**src/rtl/dsi_pkg.sv**
```systemverilog
// Shared types for the DSI lane distributor: lane-count type, FSM states, lane-mask helper.
package dsi_pkg;
    localparam int MAX_LANES = 4;

    typedef logic [1:0] lane_cnt_t;

    typedef enum logic [2:0] {
        ST_IDLE,
        ST_LOAD,
        ST_START,
        ST_STREAM,
        ST_DRAIN
    } dsi_state_t;

    function automatic logic [MAX_LANES-1:0] lane_mask_of(lane_cnt_t n_m1);
        logic [4:0] m;
        m = (5'd2 << n_m1) - 5'd1;
        return m[MAX_LANES-1:0];
    endfunction
endpackage

```
**src/rtl/dsi_lane_distributor_if.sv**
```systemverilog
// Packet word stream in, per-lane byte/control bus out.
// master = packet source plus lane PHYs; slave = distributor.
interface dsi_lane_distributor_if;
    logic [1:0]  lanes_number;
    logic        pkt_valid;
    logic        pkt_ready;
    logic [31:0] pkt_data;
    logic        pkt_last;
    logic [1:0]  pkt_bytes;
    logic        pkt_mode_lp;
    logic [3:0]  lane_start_rqst;
    logic [3:0]  lane_fin_rqst;
    logic [31:0] lane_data;
    logic        lane_mode_lp;
    logic [3:0]  lane_data_rqst;
    logic [3:0]  lane_active;

    modport master (
        output lanes_number, pkt_valid, pkt_data, pkt_last, pkt_bytes, pkt_mode_lp,
        output lane_data_rqst, lane_active,
        input  pkt_ready, lane_start_rqst, lane_fin_rqst, lane_data, lane_mode_lp
    );

    modport slave (
        input  lanes_number, pkt_valid, pkt_data, pkt_last, pkt_bytes, pkt_mode_lp,
        input  lane_data_rqst, lane_active,
        output pkt_ready, lane_start_rqst, lane_fin_rqst, lane_data, lane_mode_lp
    );
endinterface

```
**src/rtl/dsi_lane_byte_fifo.sv**
```systemverilog
// Per-lane {last, byte} FIFO; head is visible combinationally, one-cycle write latency.
// Caller never pushes when full unless popping in the same cycle; never pops when empty.
module dsi_lane_byte_fifo #(
    parameter int WIDTH = 9,
    parameter int DEPTH = 4
) (
    input  logic             clk_sys,
    input  logic             rst_n,
    input  logic             push,
    input  logic             pop,
    input  logic [WIDTH-1:0] din,
    output logic             full,
    output logic             empty,
    output logic [WIDTH-1:0] head
);
    localparam int AW = $clog2(DEPTH);

    logic [WIDTH-1:0] mem [DEPTH];
    logic [AW-1:0]    wptr;
    logic [AW-1:0]    rptr;
    logic [AW:0]      count;

    assign full  = (count == (AW+1)'(DEPTH));
    assign empty = (count == '0);
    assign head  = mem[rptr];

    always_ff @(posedge clk_sys or negedge rst_n) begin
        if (!rst_n) begin
            wptr  <= '0;
            rptr  <= '0;
            count <= '0;
        end else begin
            if (push) wptr <= wptr + 1'b1;
            if (pop)  rptr <= rptr + 1'b1;
            case ({push, pop})
                2'b10:   count <= count + 1'b1;
                2'b01:   count <= count - 1'b1;
                default: count <= count;
            endcase
        end
    end

    always_ff @(posedge clk_sys) begin
        if (push) mem[wptr] <= din;
    end
endmodule

```
**src/rtl/dsi_lane_distributor.sv**
```systemverilog
// Stripes DSI packet bytes round-robin over 1..4 lanes via per-lane FIFOs; LP packets use lane 0.
// Start pulse once every lane FIFO is full or holds its final byte; pkt_ready drops while the target FIFO is full.
module dsi_lane_distributor
    import dsi_pkg::*;
#(
    parameter int MAX_LANES  = 4,
    parameter int FIFO_DEPTH = 4
) (
    input  logic                  clk_sys,
    input  logic                  rst_n,
    dsi_lane_distributor_if.slave bus,
    output logic                  busy,
    output logic                  underrun
);
    dsi_state_t state, state_nxt;
    lane_cnt_t  n_m1, lane_ptr;
    logic [MAX_LANES-1:0] mask, lane_busy, got_last, full, empty, push, pop, fin_head;
    logic [8:0]  head [MAX_LANES];
    logic [31:0] lane_data_w, cur_dat, nxt_dat, cur_sh;
    logic        mode_lp, cur_vld, nxt_vld, cur_last, nxt_last, pkt_done;
    logic [1:0]  cur_bytes, nxt_bytes, bptr, cur_nbytes;
    logic [3:0]  rem_after;
    logic        unpack_en, byte_avail, move, cur_end, pkt_end, nxt_to_cur, last_held;
    logic        accept, byte_last;

    // Two word registers: a byte of cur can only be tagged once the following word
    // (or the knowledge that cur is the last word) tells how many bytes remain.
    assign unpack_en  = (state == ST_LOAD) || (state == ST_START) || (state == ST_STREAM);
    assign cur_nbytes = cur_last ? cur_bytes : 2'd3;
    assign byte_avail = cur_vld && (cur_last || nxt_vld);
    assign move       = unpack_en && byte_avail && (!full[lane_ptr] || pop[lane_ptr]);
    assign cur_end    = move && (bptr == cur_nbytes);
    assign pkt_end    = cur_end && cur_last;
    assign nxt_to_cur = nxt_vld && (!cur_vld || cur_end);
    assign last_held  = (cur_vld && cur_last) || (nxt_vld && nxt_last);
    assign bus.pkt_ready = unpack_en && !pkt_done && !last_held && (!nxt_vld || nxt_to_cur);
    assign accept     = bus.pkt_valid && bus.pkt_ready;
    assign cur_sh     = cur_dat >> {bptr, 3'b000};

    always_comb begin
        rem_after = {2'b00, 2'(cur_nbytes - bptr)};
        if (!cur_last) rem_after = rem_after + (nxt_last ? ({2'b00, nxt_bytes} + 4'd1) : 4'd4);
    end
    assign byte_last = (rem_after <= {2'b00, n_m1});

    always_comb begin
        lane_data_w = '0;
        push        = '0;
        pop         = '0;
        fin_head    = '0;
        for (int k = 0; k < MAX_LANES; k++) begin
            lane_data_w[8*k +: 8] = empty[k] ? 8'h00 : head[k][7:0];
            fin_head[k] = !empty[k] && head[k][8];
            pop[k]      = bus.lane_data_rqst[k] && lane_busy[k] && !empty[k];
            push[k]     = move && (lane_ptr == lane_cnt_t'(k));
        end
    end

    for (genvar k = 0; k < MAX_LANES; k++) begin : g_lane
        dsi_lane_byte_fifo #(.WIDTH(9), .DEPTH(FIFO_DEPTH)) u_fifo (
            .clk_sys (clk_sys),
            .rst_n   (rst_n),
            .push    (push[k]),
            .pop     (pop[k]),
            .din     ({byte_last, cur_sh[7:0]}),
            .full    (full[k]),
            .empty   (empty[k]),
            .head    (head[k])
        );
    end

    assign bus.lane_data       = lane_data_w;
    assign bus.lane_fin_rqst   = fin_head;
    assign bus.lane_start_rqst = (state == ST_START) ? mask : '0;
    assign bus.lane_mode_lp    = mode_lp;
    assign busy                = (state != ST_IDLE);

    always_comb begin
        state_nxt = state;
        case (state)
            ST_IDLE:   if (bus.pkt_valid) state_nxt = ST_LOAD;
            ST_LOAD:   if (((bus.lane_active & mask) == '0) && (&(full | got_last | ~mask)))
                           state_nxt = ST_START;
            ST_START:  state_nxt = ST_STREAM;
            ST_STREAM: if ((lane_busy & mask) == '0) state_nxt = ST_DRAIN;
            ST_DRAIN:  if ((bus.lane_active & mask) == '0) state_nxt = ST_IDLE;
            default:   state_nxt = ST_IDLE;
        endcase
    end

    always_ff @(posedge clk_sys or negedge rst_n) begin
        if (!rst_n) begin
            state     <= ST_IDLE;
            n_m1      <= '0;
            mask      <= '0;
            mode_lp   <= 1'b0;
            lane_busy <= '0;
            got_last  <= '0;
            underrun  <= 1'b0;
        end else begin
            state <= state_nxt;
            if (state == ST_IDLE && bus.pkt_valid) begin
                n_m1    <= bus.pkt_mode_lp ? 2'd0 : bus.lanes_number;
                mask    <= lane_mask_of(bus.pkt_mode_lp ? 2'd0 : bus.lanes_number);
                mode_lp <= bus.pkt_mode_lp;
            end
            if (state == ST_IDLE) got_last <= '0;
            else                  got_last <= got_last | (push & {MAX_LANES{byte_last}});
            if (state == ST_START) begin
                lane_busy <= mask;
                underrun  <= 1'b0;
            end else begin
                lane_busy <= lane_busy & ~(pop & fin_head);
                if (|(bus.lane_data_rqst & lane_busy & empty)) underrun <= 1'b1;
            end
        end
    end

    always_ff @(posedge clk_sys or negedge rst_n) begin
        if (!rst_n) begin
            cur_vld <= 1'b0; cur_dat <= '0; cur_last <= 1'b0; cur_bytes <= '0;
            nxt_vld <= 1'b0; nxt_dat <= '0; nxt_last <= 1'b0; nxt_bytes <= '0;
            bptr    <= '0;   lane_ptr <= '0; pkt_done <= 1'b0;
        end else if (state == ST_IDLE) begin
            cur_vld <= 1'b0; nxt_vld <= 1'b0;
            bptr    <= '0;   lane_ptr <= '0; pkt_done <= 1'b0;
        end else begin
            if (move) begin
                bptr     <= cur_end ? 2'd0 : bptr + 2'd1;
                lane_ptr <= (lane_ptr == n_m1) ? 2'd0 : lane_ptr + 2'd1;
            end
            if (pkt_end) pkt_done <= 1'b1;
            if (nxt_to_cur) begin
                cur_vld   <= 1'b1;
                cur_dat   <= nxt_dat;
                cur_last  <= nxt_last;
                cur_bytes <= nxt_bytes;
            end else if (cur_end) begin
                cur_vld <= 1'b0;
            end
            if (accept) begin
                nxt_vld   <= 1'b1;
                nxt_dat   <= bus.pkt_data;
                nxt_last  <= bus.pkt_last;
                nxt_bytes <= bus.pkt_last ? bus.pkt_bytes : 2'd3;
            end else if (nxt_to_cur) begin
                nxt_vld <= 1'b0;
            end
        end
    end
endmodule

```
**src/flat_wrapper.sv**
```systemverilog
// flat-port wrapper written by rule: the top's interface ports become plain ports
module dsi_lane_distributor_flat import dsi_pkg::*;
#(
    parameter int MAX_LANES  = 4,
    parameter int FIFO_DEPTH = 4
)
  (clk_sys, rst_n, busy, underrun, bus_lanes_number, bus_pkt_valid, bus_pkt_data, bus_pkt_last, bus_pkt_bytes, bus_pkt_mode_lp, bus_lane_data_rqst, bus_lane_active, bus_pkt_ready, bus_lane_start_rqst, bus_lane_fin_rqst, bus_lane_data, bus_lane_mode_lp);
  dsi_lane_distributor_if bus_i ();
  input  logic clk_sys;
  input  logic rst_n;
  output logic busy;
  output logic underrun;
  input wire logic [$bits(bus_i.lanes_number)-1:0] bus_lanes_number;
  input wire logic [$bits(bus_i.pkt_valid)-1:0] bus_pkt_valid;
  input wire logic [$bits(bus_i.pkt_data)-1:0] bus_pkt_data;
  input wire logic [$bits(bus_i.pkt_last)-1:0] bus_pkt_last;
  input wire logic [$bits(bus_i.pkt_bytes)-1:0] bus_pkt_bytes;
  input wire logic [$bits(bus_i.pkt_mode_lp)-1:0] bus_pkt_mode_lp;
  input wire logic [$bits(bus_i.lane_data_rqst)-1:0] bus_lane_data_rqst;
  input wire logic [$bits(bus_i.lane_active)-1:0] bus_lane_active;
  output wire logic [$bits(bus_i.pkt_ready)-1:0] bus_pkt_ready;
  output wire logic [$bits(bus_i.lane_start_rqst)-1:0] bus_lane_start_rqst;
  output wire logic [$bits(bus_i.lane_fin_rqst)-1:0] bus_lane_fin_rqst;
  output wire logic [$bits(bus_i.lane_data)-1:0] bus_lane_data;
  output wire logic [$bits(bus_i.lane_mode_lp)-1:0] bus_lane_mode_lp;
  assign bus_i.lanes_number = bus_lanes_number;
  assign bus_i.pkt_valid = bus_pkt_valid;
  assign bus_i.pkt_data = bus_pkt_data;
  assign bus_i.pkt_last = bus_pkt_last;
  assign bus_i.pkt_bytes = bus_pkt_bytes;
  assign bus_i.pkt_mode_lp = bus_pkt_mode_lp;
  assign bus_i.lane_data_rqst = bus_lane_data_rqst;
  assign bus_i.lane_active = bus_lane_active;
  assign bus_pkt_ready = bus_i.pkt_ready;
  assign bus_lane_start_rqst = bus_i.lane_start_rqst;
  assign bus_lane_fin_rqst = bus_i.lane_fin_rqst;
  assign bus_lane_data = bus_i.lane_data;
  assign bus_lane_mode_lp = bus_i.lane_mode_lp;
  dsi_lane_distributor #(.MAX_LANES(MAX_LANES), .FIFO_DEPTH(FIFO_DEPTH)) u_core (.clk_sys(clk_sys), .rst_n(rst_n), .bus(bus_i), .busy(busy), .underrun(underrun));
endmodule
```
**config.mk**
```make
export PLATFORM = sky130hd
export DESIGN_NAME = dsi_lane_distributor_flat
export DESIGN_NICKNAME = d
export VERILOG_FILES = /design/src/rtl/dsi_pkg.sv /design/src/rtl/dsi_lane_distributor_if.sv /design/src/rtl/dsi_lane_byte_fifo.sv /design/src/rtl/dsi_lane_distributor.sv /design/src/flat_wrapper.sv
export SDC_FILE = /design/constraint.sdc
export NUM_CORES = 1
export LEC_CHECK = 0
export ABC_AREA = 1
export BUFFER_PORTS_ARGS = -buffer_cell sky130_fd_sc_hd__buf_2
export CAP_MARGIN = 25
export CORE_UTILIZATION = 55
export CTS_BUF_LIST = sky130_fd_sc_hd__clkbuf_8
export DETAILED_ROUTE_END_ITERATION = 12
export PLACE_DENSITY_LB_ADDON = 0.25
export SETUP_SLACK_MARGIN = 0.4
export SLEW_MARGIN = 20
export SYNTH_ARGS = -nofsm -noshare
export SYNTH_HDL_FRONTEND = slang
export SYNTH_HIERARCHICAL = 1
export SYNTH_SLANG_ARGS = --single-unit
```
**constraint.sdc**
```tcl
create_clock -name clk_sys -period 3.4 [get_ports clk_sys]
set_input_delay 0.17 -clock clk_sys [delete_from_list [all_inputs] [get_ports clk_sys]]
set_output_delay 0.17 -clock clk_sys [all_outputs]
set_load 0.02 [all_outputs]
```
==> Implementation_results.wiki, run 1 <==
{| class="wikitable"
! Metric !! Value
|-
| Placed cell count || 1643
|-
| Tmin final || 2820 ps
|-
| Cell area after technology mapping || 12900 sq um
|-
| Total negative setup slack || 0 ps
|-
| Diodes inserted || 0
|-
| Fill cells || 1812
|-
| Slew at the pin with the worst max-slew slack || 873 ps
|-
| Hold violation total from the final report || 0
|-
| Clock insertion delay at the later pin of the skew report || 550 ps
|-
| Syn Nets || 1349
|-
| Number of max-slew violations in the final report || 0
|-
| Number of non-filler instances in the completed layout || 1766
|-
| Portion of the clock cycle consumed by the worst path in the final layout || 0.830
|-
| Prevailing post-synth register cell || sky130_fd_sc_hd__edfxtp_1
|-
| Share of the synthesized area in the top cell type || 0.335
|-
| MaxCap Viol Count || 0
|-
| RSZ-0062 raised after global routing || false
|-
| DRT Pass-1 Iters || 5
|-
| Vias in the first global route || 8408
|-
| Critical path peak fanout || 7
|-
| Proportion of layout cells with a drive suffix above 1 || 0.200
|-
| Design area || 14900 sq um
|-
| Status || complete, no violations
|-
| Required time worst endpoint || 3860 ps
|-
| Area growth from synthesis to layout || 15.0%
|-
| TritonCTS clock tree || done
|-
| Final Hold Slack || 102 ps
|-
| Number of buffers added by the clock tree synthesis step || 43
|-
| Io pins || 93
|-
| Post-DR vias/cell || 4.99
|-
| Overall power consumption || 13.7 mW
|-
| Pre-CTS setup slack || 448 ps
|-
| Worst vdd ir || 0.532 mV
|-
| Wire per inst || 14.8 microns
|-
| Beginning of the critical path || u_core/cur_last$_DFFE_PN0P_
|-
| Initial standard-cell utilization of the core || 0.566
|-
| Tot GR Track Use || 0.223
|-
| Detailed-placement wirelength estimate || 16.8 mm
|-
| Maximum number of pins on one net before global-route repair || 75
|-
| Footprint of the multi-input gates || 4110 sq um
|-
| Data arrival, critical path || 3280 ps
|-
| Number of warnings printed during yosys synthesis || 6
|-
| Setup Crit Path Kind || reg2reg
|-
| Reg2Reg Launch Point || u_core/cur_last$_DFFE_PN0P_
|-
| Core Box Area || 22800 sq um
|-
| Die span in y || 155 microns
|-
| Number of synthesized flops with an enable pin || 144
|-
| Max frequency || 0.354 GHz
|-
| Clock skew after layout || 28.2 ps
|-
| Max Root-Sink Buffers || 3
|-
| Element type at the critical path start || flop
|-
| Clock Tree Root || sky130_fd_sc_hd__clkbuf_8
|-
| # setup viols final || 0
|-
| Number of remaining DRC errors || 0
|-
| Number of buffers added on ports || 92
|-
| Std cell rows || 55
|-
| Overall die area || 24100 sq um
|-
| Hold path startpoint || bus_lane_data_rqst[3]
|-
| Clock sink total || 267
|-
| Maximum level of the CTS H-tree || 2
|-
| Number of nets in the final layout || 1502
|-
| Clock slew at the register clock pins of the worst setup and hold paths || 60 ps
|-
| Synth unique cells || 45
|-
| Final critical-path setup slack || 579 ps
|-
| Vias || 8817
|-
| Core utilization of the finished layout || 0.650
|-
| Area taken by flip-flops and latches || 7400 sq um
|-
| Global route total overflow || 0
|-
| Portion of the post-synthesis area used by sequential elements || 0.573
|-
| Share of synthesized flip-flops with an asynchronous set or reset || 0.461
|-
| Die Span X || 155 microns
|-
| Post-synthesis average cell area || 10.2 sq um
|-
| Routability congestion estimate from global placement || 0.842
|-
| Worst hold-check path type || in2reg
|-
| Final wirelength || 26.2 mm
|-
| Wire length of the first global-routing pass || 42.3 mm
|-
| Max_slew headroom || 0.418
|-
| Placed Area || 13500 sq um
|-
| Count of routing violations after the opening detailed-route iteration || 543
|-
| Leak Pwr || 7.06 nW
|-
| CP endpoint kind || flop
|-
| Cell types with the largest area share after synthesis || sky130_fd_sc_hd__edfxtp_1 (33%), sky130_fd_sc_hd__dfrtp_1 (24%), sky130_fd_sc_hd__nand2_1 (8.8%)
|-
| Flip-flop and latch count after synthesis || 267
|-
| Number of antenna violations at the first check in global routing || 0
|-
| Area leader, netlist || sky130_fd_sc_hd__edfxtp_1
|-
| Total power per unit cell area || 924 nW/um^2
|-
| Mapped Cells || 1265
|-
| Post-route antenna net violation count || 0
|}
==> synthesized netlist by cell type, types with 10 or more instances <==
cell type / instances
sky130_fd_sc_hd__nand2_1: 302
sky130_fd_sc_hd__inv_1: 240
sky130_fd_sc_hd__edfxtp_1: 144
sky130_fd_sc_hd__dfrtp_1: 123
sky130_fd_sc_hd__nor2_1: 74
sky130_fd_sc_hd__nand4_1: 41
sky130_fd_sc_hd__o211ai_2: 40
sky130_fd_sc_hd__o21ai_0: 36
sky130_fd_sc_hd__o21ai_2: 35
sky130_fd_sc_hd__o211ai_1: 33
sky130_fd_sc_hd__ha_1: 30
sky130_fd_sc_hd__buf_6: 22
sky130_fd_sc_hd__nand3_1: 21
sky130_fd_sc_hd__buf_2: 13
sky130_fd_sc_hd__nor3_1: 13
sky130_fd_sc_hd__a21oi_1: 10
==> layout by cell type, fill, tap and decap left out, types with 5 or more instances in the layout <==
| cell | count |
|---|---|
| sky130_fd_sc_hd__nand2_1 | 302 |
| sky130_fd_sc_hd__inv_1 | 255 |
| sky130_fd_sc_hd__edfxtp_1 | 144 |
| sky130_fd_sc_hd__dfrtp_1 | 122 |
| sky130_fd_sc_hd__buf_2 | 91 |
| sky130_fd_sc_hd__nor2_1 | 74 |
| sky130_fd_sc_hd__clkbuf_8 | 50 |
| sky130_fd_sc_hd__dlygate4sd3_1 | 41 |
| sky130_fd_sc_hd__nand4_1 | 41 |
| sky130_fd_sc_hd__o211ai_2 | 40 |
| sky130_fd_sc_hd__o21ai_0 | 35 |
| sky130_fd_sc_hd__o21ai_2 | 35 |
| sky130_fd_sc_hd__o211ai_1 | 33 |
| sky130_fd_sc_hd__ha_1 | 30 |
| sky130_fd_sc_hd__buf_4 | 26 |
| sky130_fd_sc_hd__nand3_1 | 20 |
| sky130_fd_sc_hd__nor3_1 | 13 |
| sky130_fd_sc_hd__a21oi_1 | 10 |
| sky130_fd_sc_hd__o22ai_1 | 8 |
| sky130_fd_sc_hd__xor2_1 | 8 |
| sky130_fd_sc_hd__inv_2 | 7 |
| sky130_fd_sc_hd__clkinv_1 | 6 |
| sky130_fd_sc_hd__xor2_2 | 5 |
| sky130_fd_sc_hd__xnor2_1 | 5 |
| sky130_fd_sc_hd__fa_1 | 5 |
==> routing by layer <==
| layer | vias to the layer above | routed length, microns | part of all wire | GRT usage |
|---|---|---|---|---|
| li1 | 4421 | - | - | - |
| met1 | 4129 | 11900 | 0.45 | 0.304 |
| met2 | 213 | 12300 | 0.47 | 0.366 |
| met3 | 54 | 1230 | 0.047 | 0.0348 |
| met4 | 0 | 716 | 0.027 | 0.0752 |
| met5 | - | 0 | 0 | 0 |
==> state kept, by name, summed over array words and instances, names as in the netlist <==
register                    flops
u_core/g_lane.u_fifo/count     12
u_core/cur_last                 1
u_core/nxt_bytes                2
u_core/underrun                 1
u_core/bptr                     2
u_core/nxt_vld                  1
u_core/got_last                 4
u_core/pkt_done                 1
u_core/bus.lane_mode_lp         1
u_core/lane_busy                4
u_core/g_lane.u_fifo/mem      144
u_core/n_m1                     2
u_core/lane_ptr                 2
u_core/g_lane.u_fifo/wptr       8
u_core/mask                     3
u_core/state                    3
u_core/nxt_dat                 32
u_core/cur_vld                  1
u_core/cur_dat                 32
u_core/nxt_last                 1
u_core/cur_bytes                2
u_core/g_lane.u_fifo/rptr       8
==> power by group <==
part | total (mW) | internal [mW] | switching [mW]
Sequential | 5.31 | 4.65 | 0.655
Clock | 2.73 | 1.50 | 1.24
Combinational | 5.69 | 1.94 | 3.74
Total | 13.7 | 8.09 | 5.64
==> timing repair <==
action                                  4_1_cts  5_1_grt
hold buffers                                 41        0
hold endpoints to repair                     89        0
endpoints found under the setup margin        0       24
gates resized for setup                       0        7
buffers inserted                              0        1
==> layout make-up <==
| type | instances | share of cell area |
|---|---|---|
| Clock buffer | 50 | 0.0463 |
| Multi-Input combinational cell | 693 | 0.277 |
| Timing Repair Buffer | 162 | 0.0754 |
| Sequential cell | 267 | 0.498 |
| Inverter | 251 | 0.0648 |
| Clock inverter | 30 | 0.0122 |
| Tap cell | 313 | 0.0264 |
==> final timing paths <==
path | to | slack [ps] | cells after the start
setup / recovery | u_core/got_last[0]$_DFF_PN0_ | 580 | 15
hold / removal | u_core/underrun$_DFFE_PN0P_ | 100 | 4
setup reg to reg | u_core/got_last[0]$_DFF_PN0_ | 580 | 15
hold reg to reg | u_core/nxt_dat[3]$_DFFE_PN0P_ | 470 | 2
max in group asynchronous | u_core/g_lane[3].u_fifo/count[2]$_DFFE_PN0P_ | 2370 | 3
min in group asynchronous | u_core/nxt_dat[16]$_DFFE_PN0P_ | 190 | 2
==> critical path, stage by stage, from the launching register on <==
cell and delay [ps]:
sky130_fd_sc_hd__dfrtp_1 370, sky130_fd_sc_hd__inv_1 80, sky130_fd_sc_hd__nor2_1 50, sky130_fd_sc_hd__ha_1 290, sky130_fd_sc_hd__inv_1 110, sky130_fd_sc_hd__ha_1 170
sky130_fd_sc_hd__inv_1 50, sky130_fd_sc_hd__fa_1 480, sky130_fd_sc_hd__o21ai_1 60, sky130_fd_sc_hd__ha_1 290, sky130_fd_sc_hd__a21oi_1 140, sky130_fd_sc_hd__a21oi_1 60
sky130_fd_sc_hd__a31oi_2 210, sky130_fd_sc_hd__buf_6 190, sky130_fd_sc_hd__nand2_1 60, sky130_fd_sc_hd__a21oi_1 110
==> cell families after synthesis <==
| logic type | after synthesis | synth area share |
|---|---|---|
| AOI/OAI and AO/OA | 177 | 0.114 |
| xor gates and xnor gates | 18 | 0.0145 |
| adders and majority gates | 35 | 0.0368 |
| buffers and inverters | 305 | 0.111 |
| DFF | 267 | 0.573 |
| and+or+nand+nor | 463 | 0.152 |
(Power assumes the default switching activity.)
==> run 2, diff against run 1 <==
ABC_AREA = 0   (was 1)
clock period = 2.43 ns   (was 3.4 ns; I/O delays follow)
==> run 2 against run 1 <==
Net effect:
- the run now ends with setup timing left
- combinational power up 100%
- first-iteration DRC count is 21% lower
- sequential share of layout area is 4.4 points lower
- flip-flop and latch count unchanged
- die area decreased by 9.8%
- clock-buffer cell count is 1 lower
- critical path type unchanged
- cell count shrank 25%
- critical path depth is 3 lower
- fmax increased by 1.5%
==> Implementation_results.wiki, run 2 <==
{| class="wikitable"
! Metric !! Value
|-
| CP endpoint kind || flop
|-
| Slew at the pin with the worst max-slew slack || 696 ps
|-
| Most common cell after layout, fill and taps aside || sky130_fd_sc_hd__edfxtp_1
|-
| Clock slew at the register clock pins of the worst setup and hold paths || 60 ps
|-
| Comb power frac || 0.502
|-
| Critical path peak fanout || 16
|-
| Highest-count cells in the layout ignoring fill and taps || sky130_fd_sc_hd__edfxtp_1 (144), sky130_fd_sc_hd__dfrtp_1 (118), sky130_fd_sc_hd__buf_4 (86)
|-
| Final wirelength || 31.4 mm
|-
| Number of remaining DRC errors || 0
|-
| Share of the synthesized area in the top cell type || 0.371
|-
| Slowest Stage Delay on Critical Path || 480 ps
|-
| RSZ-0062 raised after global routing || true
|-
| Leak Pwr || 6.96 nW
|-
| Post-route antenna net violation count || 0
|-
| Final Hold Slack || 24.0 ps
|-
| Prevailing post-synth register cell || sky130_fd_sc_hd__edfxtp_1
|-
| Worst path bufs/invs || 3
|-
| Number of synthesized flops with an enable pin || 144
|-
| Count of routing violations after the opening detailed-route iteration || 428
|-
| Core utilization of the finished layout || 0.796
|-
| Status || finished with violations
|-
| Net switching power figure || 8.06 mW
|-
| Vias in the first global route || 8064
|-
| Critical-path cell list || nor2b_4 -> ha_4 -> inv_4 -> ha_4 -> inv_2 -> fa_1 -> mux2i_1 -> ha_1 -> nor2b_4 -> a2bb2oi_2 -> a21oi_4 -> buf_12
|-
| DRT Pass-1 Iters || 7
|-
| Clock skew after layout || 25.7 ps
|-
| Std cell rows || 52
|-
| Share of total power consumed by net switching || 0.352
|-
| Commonest cells in the netlist || sky130_fd_sc_hd__edfxtp_1 (144), sky130_fd_sc_hd__dfrtp_1 (123), sky130_fd_sc_hd__mux2_2 (43)
|-
| Synth unique cells || 52
|-
| Core Box Area || 20500 sq um
|-
| Proportion of layout cells with a drive suffix above 1 || 0.511
|-
| Portion of the post-synthesis area used by sequential elements || 0.636
|-
| TritonCTS clock tree || done
|-
| Flip-flop and latch count after synthesis || 267
|-
| Number of max-slew violations in the final report || 0
|-
| Required time worst endpoint || 2720 ps
|-
| Tmin final || 2780 ps
|-
| Data arrival, critical path || 3070 ps
|-
| Cell area after technology mapping || 11600 sq um
|-
| Wire length of the first global-routing pass || 45.0 mm
|-
| MaxCap Viol Count || 0
|-
| Cell types with the largest area share after synthesis || sky130_fd_sc_hd__edfxtp_1 (37%), sky130_fd_sc_hd__dfrtp_1 (26%), sky130_fd_sc_hd__mux4_2 (7.7%)
|-
| Area leader, netlist || sky130_fd_sc_hd__edfxtp_1
|-
| Number of nets in the final layout || 1118
|-
| Io pins || 93
|-
| Max_slew headroom || 0.536
|-
| Maximum level of the CTS H-tree || 2
|-
| Clock sink total || 267
|-
| Fraction of power consumed by sequential logic || 0.340
|-
| Post-synthesis average cell area || 16.5 sq um
|-
| Maximum number of pins on one net before global-route repair || 54
|-
| Number of warnings printed during yosys synthesis || 6
|-
| Overall die area || 21800 sq um
|-
| Total power per unit cell area || 1400 nW/um^2
|-
| Clk pwr share || 0.158
|-
| Element type at the critical path start || flop
|-
| Clock insertion delay at the later pin of the skew report || 560 ps
|-
| Number of buffers added by the clock tree synthesis step || 42
|-
| Portion of the clock cycle consumed by the worst path in the final layout || 1.14
|-
| Cell family with the largest share of critical-path delay || adder cells
|-
| Total negative setup slack || -21340 ps
|-
| Vias || 7501
|-
| Number of buffers added on ports || 92
|-
| Most used standard cell by instance count after synthesis || sky130_fd_sc_hd__edfxtp_1
|-
| Clock Tree Root || sky130_fd_sc_hd__clkbuf_8
|-
| Initial standard-cell utilization of the core || 0.568
|-
| Cell internal power dissipation || 14.9 mW
|-
| # setup viols final || 133
|-
| Worst reg2reg setup slack || -350 ps
|-
| Number of antenna violations at the first check in global routing || 0
|-
| Worst vdd ir || 1.09 mV
|-
| Worst path slowest cell || sky130_fd_sc_hd__fa_1
|-
| Die span in y || 147 microns
|-
| Setup Crit Path Kind || reg2reg
|-
| Share of synthesized flip-flops with an asynchronous set or reset || 0.461
|-
| Routability congestion estimate from global placement || 0.812
|-
| Tot GR Track Use || 0.279
|-
| Mapped Cells || 707
|-
| Design area || 16300 sq um
|-
| Max reg flops || 144
|-
| Hold violation total from the final report || 0
|-
| Syn Nets || 791
|-
| Area growth from synthesis to layout || 40.1%
|-
| Final critical-path setup slack || -351 ps
|-
| Wire per inst || 23.6 microns
|-
| Post-DR vias/cell || 5.63
|-
| Overall power consumption || 22.9 mW
|-
| Registers with the most flip-flops || u_core/g_lane.u_fifo/mem (144), u_core/cur_dat (32), u_core/nxt_dat (32)
|-
| Diodes inserted || 0
|-
| Max Root-Sink Buffers || 3
|-
| Reg with most FFs || u_core/g_lane.u_fifo/mem
|-
| Detailed-placement wirelength estimate || 16.3 mm
|-
| Worst hold-check path type || in2reg
|-
| Max frequency || 0.360 GHz
|-
| Placed Area || 13100 sq um
|-
| Violated checks || setup timing
|-
| Global route total overflow || 0
|-
| Die Span X || 147 microns
|}
==> run 2: stage by stage <==
stage,worst slack [ps],cells
global placement,-260,1106
detailed placement,-397,1106
floorplan,-417,707
finish,-351,1333
CTS,-359,1309
global route,-432,1333
==> run 2: power groups by stage <==
stage	combinational, mW	clock (mW)	sequential (mW)
finish	11.5	3.62	7.80
global route	12.0	3.86	7.88
CTS	10.1	3.61	7.62
detailed placement	7.85	0	7.70
global placement	7.45	0	7.58
floorplan	5.70	0	7.33
==> run 2: layout make-up <==
class,count,area (sq um)
Clock inverter,24,109
Tap cell,270,338
Fill cell,1034,4180
Inverter,37,144
Sequential cell,267,7410
Multi-Input combinational cell,395,4730
Timing Repair Buffer,291,2910
Clock buffer,49,674
==> run 2: worst paths after layout <==
path / cells after the start / endpoint / from
max: 12 / u_core/g_lane[2].u_fifo/mem[2][8]$_DFFE_PP_ / u_core/cur_last$_DFFE_PN0P_
min: 4 / u_core/state[2]$_DFFE_PN0P_ / bus_lane_active[0]
max reg2reg: 12 / u_core/g_lane[2].u_fifo/mem[2][8]$_DFFE_PP_ / u_core/cur_last$_DFFE_PN0P_
min reg2reg: 1 / u_core/pkt_done$_DFFE_PN0P_ / u_core/pkt_done$_DFFE_PN0P_
max in group asynchronous: 3 / u_core/nxt_dat[13]$_DFFE_PN0P_ / rst_n
min in group asynchronous: 2 / u_core/cur_dat[30]$_DFFE_PN0P_ / rst_n
==> run 2: cells by family after synthesis <==
logic type	share of synthesized area
AO/OA/AOI/OAI	0.0363
XOR/XNOR	0.0218
adder cells (fa/ha/maj)	0.0408
buffers and inverters	0.0279
flip-flops	0.636
multiplexers	0.171
AND/OR/NAND/NOR	0.0666
==> run 2: layer usage <==
layer,vias to the layer above,wire [microns],GRT usage
met5,-,0,0
met4,0,1080,0.110
met3,76,1390,0.0531
met2,282,17400,0.512
met1,3875,11500,0.320
li1,3268,-,-
==> run 2: tightest hold or removal path: stages <==
cell and delay, ps:
sky130_fd_sc_hd__buf_2 80, sky130_fd_sc_hd__a22oi_1 90, sky130_fd_sc_hd__nand2_1 80, sky130_fd_sc_hd__a32o_1 160
==> run 2: what timing repair did <==
item,CTS,global route
gates cloned,33,2
endpoints found under the setup margin,283,299
setup buffers,50,22
hold endpoints to repair,98,0
gates resized for setup,123,105
pin swaps,28,15
hold buffers,47,0
